### config.mk
export PLATFORM = sky130hd
export DESIGN_NAME = maze_solver
export DESIGN_NICKNAME = d
export VERILOG_FILES = /design/src/rtl/maze_pkg.sv /design/src/rtl/maze_solver_stack.sv /design/src/rtl/maze_solver.sv
export SDC_FILE = /design/constraint.sdc
export NUM_CORES = 1
export LEC_CHECK = 0
export CAP_MARGIN = 20
export CORE_ASPECT_RATIO = 0.5
export CORE_MARGIN = 3
export CORE_UTILIZATION = 55
export DETAILED_ROUTE_END_ITERATION = 8
export PLACE_DENSITY = 0.7
export SLEW_MARGIN = 20
export SYNTH_ARGS = -nofsm -noshare
export SYNTH_HDL_FRONTEND = slang
export SYNTH_HIERARCHICAL = 1
export SYNTH_SLANG_ARGS = --single-unit
### constraint.sdc
create_clock -name clock -period 8.8 [get_ports clock]
set_input_delay 0.88 -clock clock [delete_from_list [all_inputs] [get_ports clock]]
set_output_delay 0.88 -clock clock [all_outputs]
set_load 0.02 [all_outputs]
### src/rtl/maze_pkg.sv
// Shared types and the coordinate stepping helper for the maze solver.
package maze_pkg;

  localparam int COORD_W = 4;

  typedef enum logic [1:0] {
    UP    = 2'd0,
    RIGHT = 2'd1,
    LEFT  = 2'd2,
    DOWN  = 2'd3
  } dir_t;

  typedef enum logic [2:0] {
    IDLE,
    INIT,
    MARK,
    CHECK,
    BACK,
    DONE,
    FAIL
  } state_t;

  typedef struct packed {
    logic [COORD_W-1:0] r;
    logic [COORD_W-1:0] c;
  } coord_t;

  // sign=1 steps against d; opposite codes are bitwise complements
  function automatic coord_t step(coord_t p, dir_t d, logic sign);
    coord_t n;
    dir_t   e;
    n = p;
    e = dir_t'(d ^ {2{sign}});
    case (e)
      UP:    n.r = p.r - COORD_W'(1);
      DOWN:  n.r = p.r + COORD_W'(1);
      RIGHT: n.c = p.c + COORD_W'(1);
      LEFT:  n.c = p.c - COORD_W'(1);
      default: n = p;
    endcase
    return n;
  endfunction

endpackage

### src/rtl/maze_solver_stack.sv
// Move stack: LIFO of 2-bit direction codes with a registered random-read port.
module solver_stack
  import maze_pkg::*;
#(
  parameter int DEPTH = 256
) (
  input  logic       clock,
  input  logic       reset,
  input  logic       clear,
  input  logic       push,
  input  logic       pop,
  input  logic [1:0] push_dir,
  output logic [1:0] top,
  output logic [8:0] count,
  output logic       full,
  output logic       empty,
  input  logic [7:0] rd_addr,
  output logic [1:0] rd_dir
);

  localparam int AW = (DEPTH > 1) ? $clog2(DEPTH) : 1;

  logic [1:0]    mem [DEPTH];
  logic [8:0]    cnt_q, cnt_d;
  logic [1:0]    rd_q;
  logic [AW-1:0] wr_idx;
  logic [AW-1:0] top_idx;

  assign wr_idx  = cnt_q[AW-1:0];
  assign top_idx = AW'(wr_idx - AW'(1));
  assign full    = (cnt_q == 9'(DEPTH));
  assign empty   = (cnt_q == 9'd0);
  assign top     = mem[top_idx];
  assign count   = cnt_q;
  assign rd_dir  = rd_q;

  always_comb begin
    cnt_d = cnt_q;
    if (clear)
      cnt_d = 9'd0;
    else if (push && !full)
      cnt_d = cnt_q + 9'd1;
    else if (pop && !empty)
      cnt_d = cnt_q - 9'd1;
  end

  always_ff @(posedge clock or posedge reset) begin
    if (reset) begin
      cnt_q <= 9'd0;
      rd_q  <= 2'd0;
    end else begin
      cnt_q <= cnt_d;
      rd_q  <= mem[rd_addr[AW-1:0]];
    end
  end

  // storage needs no reset; only the pointer defines contents
  always_ff @(posedge clock) begin
    if (push && !full && !clear)
      mem[wr_idx] <= push_dir;
  end

endmodule

### src/rtl/maze_solver.sv
// Depth-first maze solver: marks cells, pushes moves, backtracks on dead ends.
module maze_solver
  import maze_pkg::*;
#(
  parameter int START_ROW   = 0,
  parameter int START_COL   = 0,
  parameter int GOAL_ROW    = 15,
  parameter int GOAL_COL    = 15,
  parameter int STACK_DEPTH = 256
) (
  input  logic       clock,
  input  logic       reset,
  input  logic       start,
  input  logic [3:0] dirs,
  output logic [3:0] row,
  output logic [3:0] column,
  output logic       write,
  output logic       init,
  output logic       busy,
  output logic       done,
  output logic       fail,
  output logic [8:0] path_len,
  input  logic [7:0] rd_addr,
  output logic [1:0] rd_dir
);

  localparam coord_t START = '{
    r: COORD_W'(START_ROW),
    c: COORD_W'(START_COL)
  };
  localparam coord_t GOAL = '{
    r: COORD_W'(GOAL_ROW),
    c: COORD_W'(GOAL_COL)
  };

  state_t state_q, state_d;
  coord_t pos_q, pos_d;
  logic   write_q, init_q;
  logic   busy_q, done_q, fail_q;

  logic       clr, psh, pop;
  dir_t       pick;
  logic [1:0] top;
  logic       full, empty;

  solver_stack #(
    .DEPTH(STACK_DEPTH)
  ) u_stack (
    .clock   (clock),
    .reset   (reset),
    .clear   (clr),
    .push    (psh),
    .pop     (pop),
    .push_dir(pick),
    .top     (top),
    .count   (path_len),
    .full    (full),
    .empty   (empty),
    .rd_addr (rd_addr),
    .rd_dir  (rd_dir)
  );

  always_comb begin
    pick = UP;
    priority case (1'b1)
      dirs[3]: pick = DOWN;
      dirs[1]: pick = RIGHT;
      dirs[2]: pick = LEFT;
      default: pick = UP;
    endcase
  end

  always_comb begin
    state_d = state_q;
    pos_d   = pos_q;
    clr     = 1'b0;
    psh     = 1'b0;
    pop     = 1'b0;
    case (state_q)
      IDLE, DONE, FAIL: begin
        if (start) begin
          state_d = INIT;
          pos_d   = START;
          clr     = 1'b1;
        end
      end
      INIT: state_d = MARK;
      MARK: state_d = CHECK;
      CHECK: begin
        if (pos_q == GOAL) begin
          state_d = DONE;
        end else if (dirs != 4'd0) begin
          if (full) begin
            state_d = FAIL;
          end else begin
            psh     = 1'b1;
            pos_d   = step(pos_q, pick, 1'b0);
            state_d = MARK;
          end
        end else if (!empty) begin
          state_d = BACK;
        end else begin
          state_d = FAIL;
        end
      end
      BACK: begin
        pop     = 1'b1;
        pos_d   = step(pos_q, dir_t'(top), 1'b1);
        state_d = CHECK;
      end
      default: state_d = IDLE;
    endcase
  end

  always_ff @(posedge clock or posedge reset) begin
    if (reset) begin
      state_q <= IDLE;
      pos_q   <= START;
      write_q <= 1'b0;
      init_q  <= 1'b0;
      busy_q  <= 1'b0;
      done_q  <= 1'b0;
      fail_q  <= 1'b0;
    end else begin
      state_q <= state_d;
      pos_q   <= pos_d;
      write_q <= (state_d == MARK);
      init_q  <= (state_d == INIT);
      busy_q  <= (state_d inside {INIT, MARK, CHECK, BACK});
      done_q  <= (state_d == DONE);
      fail_q  <= (state_d == FAIL);
    end
  end

  assign row    = pos_q.r;
  assign column = pos_q.c;
  assign write  = write_q;
  assign init   = init_q;
  assign busy   = busy_q;
  assign done   = done_q;
  assign fail   = fail_q;

endmodule

# After elaboration in Yosys (flattened, before gate mapping)
# Memory sizes are Yosys's and may differ from the RTL's. A register that Yosys moved wholly into a read port is not among the register bits.
# Cells that the tools add are included.
[totals] reg_bits=25 in_bits=15 out_inout_bits=24 n_memories=1 word_cells=94 mem_bits_rw=512
[mem_list] memory="u_stack.mem" depth=256 width=2 rd=2 rd_ports_with_merged_regs=1 write_ports=1 line_no="maze_solver_stack.sv:23" rtl="logic [1:0] mem [DEPTH];"
[classes] reduce_logical=18 n_eq_ne=28 addsub=7 n_bitwise=1 n_mux=30
[ops] op="$mux 8" n=4
[ops] op="$pmux 4 s2" n=4
[ops] op="$mux 9" n=3
[ops] op="$pmux 8 s3" n=1
[ops] op="$eq 3x3->1 const B" n=6
[ops] op="$reduce_and 7->1" n=2
[ops] op="$eq 3x2->1 const B" n=4
[ops] op="$mux 3" n=4
[ops] op="$pmux 3 s4" n=1
[ops] op="$add 9x1->9 const B" n=1
[ops] op="$eq 9x9->1 const B" n=1
[ops] op="$logic_not 9->1" n=1
[ops] op="$mux 1" n=9
[ops] op="$ne 3x1->1 const B" n=3
[ops] op="$sub 9x1->9 const B" n=1
[ops] op="$add 4x1->4 const B" n=2
[ops] op="$eq 2x2->1 const B" n=4
[ops] op="$eq 8x8->1 const B" n=1
[ops] op="$mux 2" n=4
[ops] op="$ne 2x2->1 const B" n=4
[ops] op="$reduce_bool 4->1" n=2
[ops] op="$sub 4x1->4 const B" n=2
[ops] op="$sub 8x1->8 const B" n=1
[ops] op="$eq 3x1->1 const B" n=2
[ops] op="10 further kinds" n=17

# Logic depth before layout (Yosys ltp)
# Gate-level depths: netlist of the first run.
[depth] depth_word=9 mapped_depth=21 mapped_depth_nobuf=18

# By module
# The synthesis of the first run kept the hierarchy.
[by_module_without_submodules] mod="solver_stack" instances=1 area_per_inst_um2=25642.1 seq_area_each_um2=15650.0 cells_each=1407
[by_module_without_submodules] mod="maze_solver" instances=1 area_per_inst_um2=1201.2 seq_area_each_um2=400.4 cells_each=132

# Least setup slack after synthesis of the first run
# No wires, ideal clock.
[synth_path] kind="register to register" startpoint="reg u_stack.cnt_q[0], in the netlist u_stack/count[0]" endpoint="reg pos_q (netlist bit row[0])" arrival_ns=5.113 n_path_buf=6 required_ns=8.675 path_slack_ns=3.562 stages_incl_launch_ff=19 setup_ns=0.125 synth_period_minus_slack_ns=5.238 path_cell_list="dfrtp_1 clkbuf_1 buf_2 buf_2 inv_1 ha_1 clkbuf_1 clkbuf_1 clkbuf_1 mux4_2 mux4_2 a221oi_1 mux2i_1 mux2_2 inv_1 ha_1 a22oi_2 and2_4 mux2_4"
[synth_between] elab_chain_cells=6 elab_cells_between_ends=11 classes_between="1 x add/sub; 4 x eq/ne; 2 x mux; 1 x bitwise; 2 x reduce/logical; 1 x memory"
[synth_lines] item="from (decl)" line_no="maze_solver_stack.sv:24" rtl="logic [8:0] cnt_q, cnt_d;"
[synth_lines] item="from (signal assigned)" line_no="maze_solver_stack.sv:52" rtl="cnt_q <= cnt_d;"
[synth_lines] item="$sub 8x1->8 *" line_no="maze_solver_stack.sv:30" rtl="assign top_idx = AW'(wr_idx - AW'(1));"
[synth_lines] item="$mem_v2 256x2 *"
[synth_lines] item="via top[0]" line_no="maze_solver.sv:43" rtl="logic [1:0] top;"
[synth_lines] item="$not 2->2 (no line) *"
[synth_lines] item="$eq 2x2->1 / $logic_not 2->1 (equally long branches)" line_no="maze_pkg.sv:34" rtl="case (e)"
[synth_lines] item="$pmux 4 s2 / $ne 3x3->1 (equally long branches)"
[synth_lines] item="$pmux 8 s3 / $reduce_and 7->1 (equally long branches)"
[synth_lines] item="to (signal assigned)" line_no="maze_solver.sv:126" rtl="pos_q <= pos_d;"
[synth_lines] item="to (decl)" line_no="maze_solver.sv:37" rtl="coord_t pos_q, pos_d;"
# Mark *: on every way through the listed nets, which the timed path passes. The rest lies on a longest branch.
# A chain may end at the register's enable or synchronous reset.

# Final worst setup path of the first run
[layout_path] startpoint="reg u_stack.cnt_q[0], in the netlist u_stack/count[0]" endpoint="reg pos_q (netlist bit column[1])"
[layout_between] elab_chain_cells=6 elab_cells_between_ends=11 classes_between="1 x add/sub; 5 x eq/ne; 2 x mux; 1 x bitwise; 1 x reduce/logical; 1 x memory"
[layout_lines] item="$sub 8x1->8 *" line_no="maze_solver_stack.sv:30"
[layout_lines] item="$mem_v2 256x2 *"
[layout_lines] item="via top[0]" line_no="maze_solver.sv:43"
[layout_lines] item="$not 2->2 (no line) *"
[layout_lines] item="$eq 2x2->1 / $eq 2x1->1 (equally long branches)" line_no="maze_pkg.sv:34"
[layout_lines] item="$pmux 4 s2 / $ne 3x1->1 (equally long branches)"
[layout_lines] item="$pmux 8 s3 / $reduce_and 7->1 (equally long branches)"
# Marks and branches as above.

==> results_dict.tcl, run 1 <==
set metrics [dict create \
    report.final.hold_viol_count 0 \
    final_layout_size_suffix_gt1_share_pct 28.4 \
    1st_pass_router_iterations 5 \
    synthDominantCellAreaShare_pct 57.3 \
    total_leakage_power_uw 0.00901 \
    grt_use_met1_pct 39.7 \
    drt_iter0_markers 2359 \
    io_pins 39 \
    routed_via_density 7.22 \
    globalplace.congestion 0.891 \
    cts_htree_levels 2 \
    synth_edf_count 512 \
    post_synth.cell_area_avg_um2 17.4 \
    postCtsSetupRepairBufs 0 \
    largest_net_degree_at_the_start_of_global_routing 117 \
    clkSinkCount 539 \
    hp-class "reg -> reg" \
    cts.clk_slew.worst_paths_ns 0.07 \
    cts_root_buf "sky130_fd_sc_hd__clkbuf_16" \
    cp_data_arrival_time_ns 6.61 \
    rsz0062_at_grt "false" \
    maxClockFrequency_mhz 163 \
    status "completed" \
    synth_common_cells "sky130_fd_sc_hd__edfxtp_1 (512), sky130_fd_sc_hd__mux4_2 (320), sky130_fd_sc_hd__nor2_1 (277)" \
    netlist-cell-type-count 60 \
    final.period_utilization_pct 69.6 \
    floorplan.die.width_um 318 \
    die_height_um 162 \
    drt-wirelength-per-cell_um 31.8 \
    cp_max_fo 70 \
    finalClockSkew_ns 0.0119 \
    post_synthesis_instance_area_um2 26800 \
    report.final.slew_viol_count 0 \
    post-synth-top-count-cell "sky130_fd_sc_hd__edfxtp_1" \
    syn-instance-count 1539 \
    cts.repair.resized 0 \
    maxCapViolations 0 \
    min_period_ns 6.13 \
    worstSetupStartpointType "register" \
    power.ir.vdd_worst_mv 0.268 \
    groute.layer.met2.usage_pct 42.2 \
    grt_busiest_layer "met2" \
    seq_area_frac_synth_pct 59.8 \
    grt.met3_usage_pct 8.33 \
    number_of_register_bits_inferred_by_synthesis 539 \
    finalSetupViolations 0 \
    via_count_of_the_first_global_routing_pass 16100 \
    dpl.hpwl_um 43200 \
    ys_async_sr_fraction_pct 5.01 \
    post-synth-top-area-cell "sky130_fd_sc_hd__edfxtp_1" \
    ys.flop_type "sky130_fd_sc_hd__edfxtp_1" \
    ys_warn_count 6 \
    syn2layout_area_growth_pct 9.42 \
    p_per_area_nw_per_um2 313 \
    holdBufCountCts 0 \
    cts_made_buffers 48 \
    synth_top_cells_by_area "sky130_fd_sc_hd__edfxtp_1 (57%), sky130_fd_sc_hd__mux4_2 (27%), sky130_fd_sc_hd__nor2_1 (3.9%)" \
    post-place-ws_ns 2.68 \
    max_slew.worst_pin.slew_ns 1.15 \
    worst_skew_pair.late_latency_ns 0.57 \
    grt_antenna_before_repair 1 \
    clock_tree_from_tritoncts "yes" \
    worst_ep_required_time_ns 9.28 \
    antenna_left 0 \
    synth_nets 1575 \
    grt_pass1_wl_um 106000 \
    postRouteWirelength_um 70200 \
    core_region_area_um2 47500 \
    drc 0 \
    fin_worst_hold_slack_ns 0.546 \
    final.setup.worst_slack_ns 2.67 \
    fin_setup_tns_ns 0 \
    fp.dieArea_um2 51700 \
    clockBufferDepth 3 \
    place.port_buffers 38 \
    detailed_route_via_count 16000 \
    headroom_to_the_max_slew_limit_pct 23.6 \
    path_class "reg -> reg" \
    nNetsFinal 1571 \
    grt_use_total_pct 27.6 \
    start_util_pct 56.5 \
    num_rows 56 \
    cp-end-kind "register" \
    grt_remaining_overflow 0 \
]
==> per-layer routing <==
metal	part of all wire (%)	routed length (um)
met5	0	0
met4	2.4	1690
met3	14	9940
met2	46	32600
met1	37	26000
==> power breakdown <==
| group | internal (uW) | leakage, uW | switching, uW |
|---|---|---|---|
| sequential | 2890 | 0.00488 | 163 |
| combinational | 1810 | 0.00335 | 2180 |
| clock | 1240 | 0.000781 | 922 |
==> worst max-delay path, cell delays in order, from the launching register on <==
cell	delay, ns
sky130_fd_sc_hd__dfrtp_4	0.83
sky130_fd_sc_hd__inv_1	0.31
sky130_fd_sc_hd__ha_4	0.96
sky130_fd_sc_hd__buf_12	0.44
sky130_fd_sc_hd__mux4_2	0.38
sky130_fd_sc_hd__mux4_2	0.48
sky130_fd_sc_hd__a22o_1	0.26
sky130_fd_sc_hd__a221oi_1	0.62
sky130_fd_sc_hd__mux2i_1	0.16
sky130_fd_sc_hd__mux2_2	0.33
sky130_fd_sc_hd__ha_1	0.30
sky130_fd_sc_hd__o32ai_2	0.43
sky130_fd_sc_hd__or2b_1	0.23
sky130_fd_sc_hd__mux2i_1	0.21
==> final cells by class <==
type | count | area [um2]
fill | 3264 | 18100
antenna | 1 | 2.50
sequential | 539 | 16100
clock inverter | 28 | 319
clock buffer | 59 | 1270
multi-input combinational | 860 | 10200
inverter | 19 | 71.3
timing repair buffer | 67 | 619
tap | 638 | 798
==> stage by stage <==
stage	utilization (%)	instances	cell area, um2	power, uW
after detailed placement	58.5	2123	27800	7050
after floorplan	-	1539	26800	5880
after global routing	61.8	2211	29400	9580
after global placement	58.5	2123	27800	6990
final	61.8	2211	29400	9210
after CTS	61.8	2210	29400	9200
==> registers in the layout (all words and copies together), names as in the netlist <==
signal          flops
u_stack/rd_dir      2
write               1
fail                1
busy                1
u_stack/mem       512
state_q             3
done                1
column              4
u_stack/count       9
row                 4
init                1
==> worst paths after layout <==
path                                   from          endpoint  slack, ns  cells past startpoint
max                        u_stack/count[0]         column[1]       2.67                     13
min                                  row[3]            row[3]       0.55                      1
max reg2reg                u_stack/count[0]         column[1]       2.67                     13
min reg2reg                          row[3]            row[3]       0.55                      1
max in group asynchronous             reset  u_stack/count[0]       7.50                      2
min in group asynchronous             reset              busy       0.72                      2
==> logic make-up after synthesis <==
group	Yosys count	share of synthesized area, %
and+or+nand+nor	389	6.12
muxes	339	27.6
AOI/OAI and AO/OA	96	2.70
adders and majority gates	21	1.01
xor gates and xnor gates	15	0.489
buffers and inverters	140	2.30
DFF	539	59.8
==> placed cells by master (no fill, tap or decap), types with 5 or more instances in the layout <==
| master | Yosys | layout |
|---|---|---|
| sky130_fd_sc_hd__edfxtp_1 | 512 | 512 |
| sky130_fd_sc_hd__mux4_2 | 320 | 320 |
| sky130_fd_sc_hd__nor2_1 | 277 | 277 |
| sky130_fd_sc_hd__clkbuf_16 | 0 | 49 |
| sky130_fd_sc_hd__nand2_1 | 39 | 39 |
| sky130_fd_sc_hd__clkdlybuf4s50_1 | 0 | 35 |
| sky130_fd_sc_hd__buf_4 | 4 | 28 |
| sky130_fd_sc_hd__dfrtp_1 | 27 | 26 |
| sky130_fd_sc_hd__ha_1 | 20 | 19 |
| sky130_fd_sc_hd__inv_1 | 18 | 18 |
| sky130_fd_sc_hd__mux2i_1 | 14 | 14 |
| sky130_fd_sc_hd__nor2b_1 | 13 | 13 |
| sky130_fd_sc_hd__a22o_1 | 12 | 12 |
| sky130_fd_sc_hd__nand3_1 | 16 | 12 |
| sky130_fd_sc_hd__a221oi_1 | 10 | 10 |
| sky130_fd_sc_hd__a22oi_1 | 10 | 10 |
| sky130_fd_sc_hd__a21oi_1 | 10 | 10 |
| sky130_fd_sc_hd__clkbuf_1 | 70 | 9 |
| sky130_fd_sc_hd__clkinv_2 | 0 | 9 |
| sky130_fd_sc_hd__o31ai_1 | 8 | 8 |
| sky130_fd_sc_hd__o21ai_0 | 8 | 8 |
| sky130_fd_sc_hd__and2_1 | 8 | 8 |
| sky130_fd_sc_hd__clkinv_1 | 0 | 8 |
| sky130_fd_sc_hd__xnor2_1 | 9 | 7 |
| sky130_fd_sc_hd__a21o_1 | 8 | 7 |
| sky130_fd_sc_hd__bufinv_16 | 0 | 7 |
| sky130_fd_sc_hd__nand2b_1 | 6 | 6 |
| sky130_fd_sc_hd__xor2_1 | 6 | 6 |
| sky130_fd_sc_hd__o22ai_1 | 5 | 5 |
| sky130_fd_sc_hd__a31oi_1 | 5 | 5 |
No activity file was read; power rests on OpenSTA's default activity.
==> run 2: changes to the inputs <==
Settings changed: PLACE_DENSITY 0.7 to 0.73.
Clock period 8.8 ns to 5.1 ns, I/O delays scaled along.
==> results_dict.tcl, run 2 (synthesis gave the netlist of run 1 again) <==
set metrics [dict create \
    postCtsSetupRepairBufs 0 \
    path_class "reg -> reg" \
    syn2layout_area_growth_pct 10.6 \
    drc 0 \
    cts_made_buffers 48 \
    place.port_buffers 38 \
    report.final.slew_viol_count 0 \
    postLayoutCellArea_um2 29700 \
    cp-end-kind "register" \
    timing.rr.start "u_stack/count[0]" \
    min_period_ns 4.89 \
    worst_path_max_delay_cell "sky130_fd_sc_hd__xnor2_2" \
    nNetsFinal 1603 \
    cp_data_arrival_time_ns 5.39 \
    final_layout_size_suffix_gt1_share_pct 29.5 \
    core_region_area_um2 47500 \
    status "completed" \
    post-place-ws_ns 0.282 \
    fp.dieArea_um2 51700 \
    finalSetupViolations 0 \
    cts.clk_slew.worst_paths_ns 0.07 \
    globalplace.congestion 0.973 \
    finalClockSkew_ns 0.0192 \
    critical_path.reg2reg.endpoint "column[1]" \
    cts.repair.resized 0 \
    power.ir.vdd_worst_mv 0.531 \
    drt-wirelength-per-cell_um 32.9 \
    hp-class "in -> async" \
    io_pins 39 \
    worst_ep_required_time_ns 5.60 \
    power.total_uw 16400 \
    start_util_pct 56.5 \
    cts_root_buf "sky130_fd_sc_hd__clkbuf_16" \
    worstSetupStartpointType "register" \
    p_per_area_nw_per_um2 552 \
    clockBufferDepth 3 \
    n_fill_cell 3235 \
    1st_pass_router_iterations 6 \
    clock_tree_from_tritoncts "yes" \
    report.final.hold_viol_count 0 \
    detailed_route_via_count 16500 \
    floorplan.die.width_um 318 \
    via_count_of_the_first_global_routing_pass 16500 \
    grt_pass1_wl_um 111000 \
    final.setup.worst_slack_ns 0.211 \
    die_height_um 162 \
    r2r_setup_slack_ns 0.21 \
    antenna_left 0 \
    final.period_utilization_pct 95.9 \
    num_rows 56 \
    headroom_to_the_max_slew_limit_pct 25.8 \
    fin_setup_tns_ns 0 \
    maxClockFrequency_mhz 205 \
    maxCapViolations 0 \
    total_leakage_power_uw 0.00919 \
    reg2reg_depth 13 \
    worst_setup_sp "u_stack/count[0]" \
    worst_skew_pair.late_latency_ns 0.58 \
    grt_remaining_overflow 0 \
    leading_cell_types_in_the_layout_fill_and_taps_excluded "sky130_fd_sc_hd__edfxtp_1 (512), sky130_fd_sc_hd__mux4_2 (320), sky130_fd_sc_hd__nor2_1 (277)" \
    dpl.hpwl_um 47600 \
    drt_iter0_markers 2663 \
    cts_htree_levels 2 \
    max_slew.worst_pin.slew_ns 1.11 \
    layout.cells.most_common "sky130_fd_sc_hd__edfxtp_1" \
    rsz0062_at_grt "false" \
    grt_antenna_before_repair 3 \
    crit_path_max_incr_delay_ns 0.78 \
    holdBufCountCts 0 \
    final_util_pct 62.5 \
    clkSinkCount 539 \
    postRouteWirelength_um 74000 \
    largest_net_degree_at_the_start_of_global_routing 126 \
    cp_max_fo 9 \
    destination_of_the_critical_timing_path "column[1]" \
    largest_register_ff_count 512 \
    register_ranked_first_by_flip_flop_count "u_stack/mem" \
    dpl_cell_area_um2 28100 \
    routed_via_density 7.36 \
    crit_chain "inv_1 > ha_1 > xnor2_2 > buf_4 > mux4_2 > a22o_1 > a221oi_1 > mux2i_1 > mux2_2 > ha_1 > o32ai_2 > or2b_1 > mux2i_1" \
    grt_use_total_pct 29.2 \
]
## run 2: cell types whose count changed in the layout (fill, tap and decap cells not counted), sizes merged
cell and change:
buf +32, clkbuf +2, diode +2, bufinv -1, clkinv +1
## run 2: where the power goes
group | switching [uW] | total [uW] | internal (uW)
Combinational | 4170 | 7490 | 3320
Clock | 1620 | 3720 | 2100
Sequential | 174 | 5170 | 4990
## run 2: area by class of cell
type	count	area [um2]	area share (%)
clock buffers	61	1290	4.35
repair buffers	99	942	3.17
well taps	638	798	2.69
flip-flops and latches	539	16100	54.1
multi-input cells	860	10200	34.4
clock inverters	28	295	0.995
inverters	19	71.3	0.240
diodes	3	7.51	0.0253
## run 2: worst min-delay path by stage
stage	to	slack, ns
5_1_grt	u_stack/count[7]	0.38
3_5_place_dp	row[3]	0.53
4_1_cts	u_stack/rd_dir[1]	0.34
6_report	u_stack/count[8]	0.33
2_1_floorplan	u_stack/count[0]	0.36
3_3_place_gp	row[3]	0.52
## run 2: per-layer routing
layer	up-vias	GRT usage [%]	routed length (um)
met2	1411	44.1	33600
met3	185	10.6	11800
li1	6377	-	-
met5	-	0	9
met4	2	8.68	2380
met1	8563	40.5	26100
## run 2: through the flow
step	hold slack, ns	cells
after floorplan	0.362	1539
after global placement	0.515	2154
after detailed placement	0.528	2154
after CTS	0.340	2243
after global routing	0.384	2246
final	0.329	2247
## run 2: worst max-delay path: cells and delay by family (launching register included)
kind	cells	cell delay [ns]
AO/OA/AOI/OAI	3	0.98
XOR/XNOR	1	0.78
adder cells (fa/ha/maj)	2	0.56
buffers and inverters	2	0.46
flip-flops	1	0.48
multiplexers	4	1.30
AND/OR/NAND/NOR	1	0.24
